==> src/rtl/sca_test_sequencer.sv <==
// Pattern sequencer for the sca_unlock harness: serial load, flip burst, settle, scan capture
// and deserialization of the DUT outputs into resp.
module sca_test_sequencer #(
    parameter int unsigned NUM_INS     = 8,
    parameter int unsigned NUM_OUTS    = 4,
    parameter int unsigned NUM_COPY    = 1,
    parameter int unsigned FLIP_PULSES = 16,
    parameter int unsigned CLK_DIV     = 2,
    parameter int unsigned SETTLE_CYC  = 4
) (
    input  logic                         clk,
    input  logic                         reset,
    input  logic                         start,
    input  logic [NUM_INS-1:0]           pattern_val,
    input  logic [NUM_INS-1:0]           pattern_flip,
    output logic                         busy,
    output logic                         done,
    output logic [NUM_OUTS*NUM_COPY-1:0] resp,
    output logic                         sca_clk,
    output logic                         sca_data,
    output logic                         flip_clk,
    output logic                         shift_out_enable,
    output logic                         shift_out_clk,
    input  logic                         shift_out_data
);

    localparam int unsigned WORD_W = 2 * NUM_INS;
    localparam int unsigned LEN    = NUM_OUTS * NUM_COPY;
    localparam int unsigned PERIOD = 2 * CLK_DIV;
    localparam int unsigned PH_W   = $clog2(PERIOD);
    localparam int unsigned MAX_A  = (WORD_W > FLIP_PULSES) ? WORD_W : FLIP_PULSES;
    localparam int unsigned MAX_B  = (MAX_A > LEN) ? MAX_A : LEN;
    localparam int unsigned MAX_C  = (MAX_B > SETTLE_CYC) ? MAX_B : SETTLE_CYC;
    localparam int unsigned BIT_W  = $clog2(MAX_C + 1);

    typedef enum logic [2:0] {
        S_IDLE, S_LOAD, S_FLIP, S_SETTLE, S_CAPTURE, S_SHIFT, S_DONE
    } state_t;

    state_t            state_q, state_d, next_st;
    logic [PH_W-1:0]   phase_q, phase_d;
    logic [BIT_W-1:0]  bit_q, bit_d, last_bit;
    logic [WORD_W-1:0] word_q, word_d, load_bits;
    logic [LEN-1:0]    shreg_q, shreg_d, resp_q, resp_d;
    logic              periodic, period_end, hi_d;
    logic busy_q, busy_d, done_q, done_d, sca_clk_q, sca_clk_d, sca_data_q, sca_data_d;
    logic flip_clk_q, flip_clk_d, so_en_q, so_en_d, so_clk_q, so_clk_d;

    // State register and registered outputs
    always_ff @(posedge clk or negedge reset) begin
        if (!reset) begin
            state_q    <= S_IDLE;
            phase_q    <= '0;
            bit_q      <= '0;
            word_q     <= '0;
            shreg_q    <= '0;
            resp_q     <= '0;
            busy_q     <= 1'b0;
            done_q     <= 1'b0;
            sca_clk_q  <= 1'b0;
            sca_data_q <= 1'b0;
            flip_clk_q <= 1'b0;
            so_en_q    <= 1'b0;
            so_clk_q   <= 1'b0;
        end else begin
            state_q    <= state_d;
            phase_q    <= phase_d;
            bit_q      <= bit_d;
            word_q     <= word_d;
            shreg_q    <= shreg_d;
            resp_q     <= resp_d;
            busy_q     <= busy_d;
            done_q     <= done_d;
            sca_clk_q  <= sca_clk_d;
            sca_data_q <= sca_data_d;
            flip_clk_q <= flip_clk_d;
            so_en_q    <= so_en_d;
            so_clk_q   <= so_clk_d;
        end
    end

    // Next state; outputs are derived from the next state so they register in step with it
    always_comb begin
        state_d    = state_q;
        phase_d    = phase_q;
        bit_d      = bit_q;
        word_d     = word_q;
        shreg_d    = shreg_q;
        resp_d     = resp_q;
        next_st    = state_q;
        last_bit   = '0;
        periodic   = 1'b0;
        period_end = (phase_q == PH_W'(PERIOD - 1));

        case (state_q)
            S_IDLE: begin
                if (start) begin
                    state_d = S_LOAD;
                    word_d  = {pattern_flip, pattern_val};
                end
            end
            S_LOAD: begin
                periodic = 1'b1;
                last_bit = BIT_W'(WORD_W - 1);
                next_st  = (FLIP_PULSES == 0) ? S_SETTLE : S_FLIP;
            end
            S_FLIP: begin
                periodic = 1'b1;
                last_bit = BIT_W'(FLIP_PULSES - 1);
                next_st  = S_SETTLE;
            end
            S_SETTLE: begin
                if (bit_q == BIT_W'(SETTLE_CYC - 1)) begin
                    state_d = S_CAPTURE;
                    bit_d   = '0;
                end else begin
                    bit_d = bit_q + BIT_W'(1);
                end
            end
            S_CAPTURE: begin
                periodic = 1'b1;
                last_bit = '0;
                next_st  = S_SHIFT;
            end
            S_SHIFT: begin
                periodic = 1'b1;
                last_bit = BIT_W'(LEN - 1);
                next_st  = S_DONE;
                // Sample in the last low cycle, just ahead of the scan clock rising edge
                if (phase_q == PH_W'(CLK_DIV - 1)) begin
                    shreg_d = LEN'({shreg_q, shift_out_data});
                end
            end
            S_DONE:  state_d = S_IDLE;
            default: state_d = S_IDLE;
        endcase

        if (periodic) begin
            phase_d = period_end ? '0 : phase_q + PH_W'(1);
            if (period_end) begin
                if (bit_q == last_bit) begin
                    state_d = next_st;
                    bit_d   = '0;
                end else begin
                    bit_d = bit_q + BIT_W'(1);
                end
            end
        end

        if (state_d == S_DONE) begin
            resp_d = shreg_d;
        end

        hi_d       = (phase_d >= PH_W'(CLK_DIV));
        load_bits  = word_d << bit_d;
        busy_d     = (state_d != S_IDLE) && (state_d != S_DONE);
        done_d     = (state_d == S_DONE);
        sca_clk_d  = (state_d == S_LOAD) && hi_d;
        sca_data_d = (state_d == S_LOAD) && load_bits[WORD_W-1];
        flip_clk_d = (state_d == S_FLIP) && hi_d;
        so_en_d    = (state_d == S_SHIFT);
        so_clk_d   = ((state_d == S_CAPTURE) || (state_d == S_SHIFT)) && hi_d;
    end

    assign busy             = busy_q;
    assign done             = done_q;
    assign resp             = resp_q;
    assign sca_clk          = sca_clk_q;
    assign sca_data         = sca_data_q;
    assign flip_clk         = flip_clk_q;
    assign shift_out_enable = so_en_q;
    assign shift_out_clk    = so_clk_q;

endmodule
==> config.mk <==
export PLATFORM = sky130hd
export DESIGN_NAME = sca_test_sequencer
export DESIGN_NICKNAME = d
export VERILOG_FILES = /design/src/rtl/sca_test_sequencer.sv
export SDC_FILE = /design/constraint.sdc
export NUM_CORES = 1
export LEC_CHECK = 0
export ABC_AREA = 1
export CORE_MARGIN = 10
export CORE_UTILIZATION = 50
export CTS_CLUSTER_DIAMETER = 30
export DETAILED_ROUTE_END_ITERATION = 10
export GPL_TIMING_DRIVEN = 0
export PLACE_DENSITY = 0.72
export SYNTH_ARGS = -nofsm -noshare
export SYNTH_HDL_FRONTEND = slang
export SYNTH_SLANG_ARGS = --single-unit
==> constraint.sdc <==
create_clock -name clk -period 2.8 [get_ports clk]
set_input_delay 0.42 -clock clk [delete_from_list [all_inputs] [get_ports clk]]
set_output_delay 0.42 -clock clk [all_outputs]
set_load 0.02 [all_outputs]
==> impl_metrics.py <==
metrics = {
    "status": {
        "status": "finished clean",
    },
    "timing": {
        "tns_ns": 0,
        "max_freq_mhz": 498.7,
        "finalSetupViolations": 0,
        "rsz0062_at_grt": "no",
        "period_needed_ns": 2.005,
        "fin_skew_ns": 0.001812,
        "worst-slew-pin-transition_ns": 0.8961,
        "whs_ns": 0.2586,
        "layout_setup_ws_ns": 0.7948,
        "slew_violations": 0,
        "relSlewSlack_pct": 40.26,
        "finalHoldViolCount": 0,
        "finalCritPeriodShare_pct": 71.61,
    },
    "critical_path": {
        "crit_required_ns": 3.01,
        "crit_type": "register to register",
        "cp-end-kind": "register",
        "r2r_start": "state_q[2]$_DFF_PN0_",
        "worst_r2r_path_depth": 12,
        "crit_path_end": "sca_data$_DFF_PN0_",
        "crit_start": "state_q[2]$_DFF_PN0_",
        "r2r-end": "sca_data$_DFF_PN0_",
        "start_kind": "register",
        "arrival_ns": 2.21,
        "path_max_fanout": 10,
        "rrSetupSlack_ns": 0.79,
    },
    "placement": {
        "post-dp-hpwl_um": 3368,
        "place_congestion": 0.8849,
        "dpl_cell_area_mm2": 0.002495,
        "port_buffers": 30,
        "dp_worst_setup_slack_ns": 0.6221,
    },
    "clock_network": {
        "clk_latency_ns": 0.28,
        "cts_resized": 0,
        "root_buffer": "clkbuf_8",
        "tritoncts": "built",
        "numCtsBuffers": 5,
        "clk_pin_slew_ns": 0.07,
        "post_cts_buffers": 0,
        "cts_buffer_depth": 2,
        "clock-sinks": 41,
        "cts_hold_buf": 0,
        "ctsHtreeMaxLevel": 2,
    },
    "drt": {
        "drc_errors": 0,
        "drt-vias-per-instance": 5.133,
        "dr.pass1.iters": 4,
        "final_antenna_net_count": 0,
        "drt_iter0_markers": 86,
        "postRouteWirelength_um": 4473,
        "num_vias": 1735,
        "wl_per_cell_um": 13.23,
    },
    "synth": {
        "synth-async-reset-ratio_pct": 100.0,
        "syn_inst": 251,
        "netlist_area_mm2": 0.002137,
        "ys_seq_area_share_pct": 48.01,
        "synthDistinctLibCells": 27,
        "ys_warn_count": 0,
        "yosys.area.top_type_share_pct": 48.01,
        "synth_ff_type": "dfrtp_1",
        "synth-edff-count": 0,
        "yosysMostFrequentCell": "nand2_1",
        "synth-seq-cells": 41,
        "syn-mean-instance-area_um2": 8.514,
        "synth_top_cell_by_area": "dfrtp_1",
        "synth.area.top_cells": "dfrtp_1 48%, nand2_1 11%, nand3_1 7.7%, o21ai_0 5.2%, inv_1 4.6%",
        "syn-num-nets": 274,
        "synthTopCellsByCount": "62 x nand2_1, 41 x dfrtp_1, 33 x nand3_1",
    },
    "die": {
        "initial_utilization_pct": 52.67,
        "die_y_um": 85.38,
        "rows": 23,
        "core_mm2": 0.004058,
        "die_area_mm2": 0.007289,
        "dieWidth_um": 85.38,
        "io_pins": 31,
    },
    "grt": {
        "grt_max_degree": 42,
        "grt.met2_usage_pct": 19.48,
        "overflow": 0,
        "grt_pass1_vias": 1677,
        "grt_usage_pct": 12.49,
        "grt_use_met3_pct": 2.772,
        "use_met1_pct": 16.46,
        "antenna_found_initial": 0,
        "grt_first_pass_wirelength_um": 7590,
        "grt-busiest-layer": "met2",
    },
    "cells_and_area": {
        "multiInputGateArea_um2": 947.2,
        "fillCellCount": 360,
        "final_nets": 311,
        "drive_gt1_share_pct": 14.93,
        "syn_to_final_growth_pct": 20.78,
        "antennaDiodeCount": 0,
        "regArea_mm2": 0.001026,
        "postLayoutCellArea_mm2": 0.002581,
    },
    "run": {
        "max_cap_violations": 0,
    },
    "pwr": {
        "leakagePower_nw": 1.321,
        "powerDensity_mw_per_mm2": 392.3,
        "ir_worst_vdd_uv": 370.1,
        "finalPower_w": 0.001013,
    },
    "worst_hold_path": {
        "hold_path.class": "input pin to async pin",
    },
}
## layer usage
metal | wire length [µm] | vias to the layer above | part of all wire (%)
met4 | 44 | 0 | 0.98
met2 | 2132 | 32 | 48
met3 | 141 | 6 | 3.2
li1 | - | 884 | -
met5 | 0 | - | 0
met1 | 2154 | 813 | 48
## layout by cell type, fill, tap and decap left out, types with 6 or more instances in the layout
master,instances
nand2_1,62
dfrtp_1,41
nand3_1,33
clkdlybuf4s50_1,29
inv_1,26
o21ai_0,22
nor2_1,14
inv_2,7
mux2_2,6
clkbuf_8,6
## worst max-delay path, stage by stage, from the launching register on
cell	delay, ns
dfrtp_1	0.44
inv_2	0.14
nand3_1	0.13
nand2_1	0.10
nor2_1	0.05
nor2_2	0.17
nand3_4	0.16
buf_6	0.18
o211ai_1	0.15
nand2_1	0.10
nor2_2	0.13
nand2_1	0.06
nor2_1	0.11
## through the flow
step	instances	utilization (%)
4_1_cts	338	63.61
3_5_place_dp	331	61.49
2_1_floorplan	251	-
5_1_grt	338	63.61
3_3_place_gp	331	61.61
6_report	338	63.61
## kinds of logic (layout without fill, tap and decap cells)
logic type | count (synthesis) | count (layout) | share of synthesized area, %
compound gates | 34 | 34 | 9.192
fa+ha+maj | 3 | 3 | 1.757
xor+xnor | 2 | 2 | 0.8198
mux | 6 | 6 | 3.161
simple gates | 127 | 127 | 29.39
flops | 41 | 41 | 48.01
buf+inv | 38 | 75 | 7.669
## final cells by class
class | instances | area share (%)
Multi-Input combinational cell | 172 | 36.69
Tap cell | 50 | 2.424
Timing Repair Buffer | 30 | 11.44
Clock buffer | 7 | 3.345
Inverter | 34 | 5.138
Buffer | 4 | 1.212
Sequential cell | 41 | 39.75
## power by group
group	internal, W	switching [W]	total [W]
Clock	0.000196	0.000186	0.000381
Combinational	0.0000233	0.0000162	0.0000395
Sequential	0.000592	0	0.000592
Total	0.000811	0.000202	0.00101
## how the worst min path moves through the flow
| stage | start | to | cells after the start |
|---|---|---|---|
| 4_1_cts | reset | word_q[9]$_DFF_PN0_ | 1 |
| 5_1_grt | reset | word_q[15]$_DFF_PN0_ | 1 |
| 3_3_place_gp | shreg_q[0]$_DFF_PN0_ | shreg_q[1]$_DFF_PN0_ | 2 |
| 2_1_floorplan | reset | bit_q[0]$_DFF_PN0_ | 0 |
| 6_report | reset | word_q[15]$_DFF_PN0_ | 1 |
| 3_5_place_dp | resp[1]$_DFFE_PN0P_ | resp[1]$_DFFE_PN0P_ | 2 |
## sequential cells by signal, indices dropped and copies added (netlist names), 2 cells and up
register / count
bit_q: 5
phase_q: 2
resp: 4
shreg_q: 4
state_q: 3
word_q: 16
No activity file was read; power rests on OpenSTA's default activity.
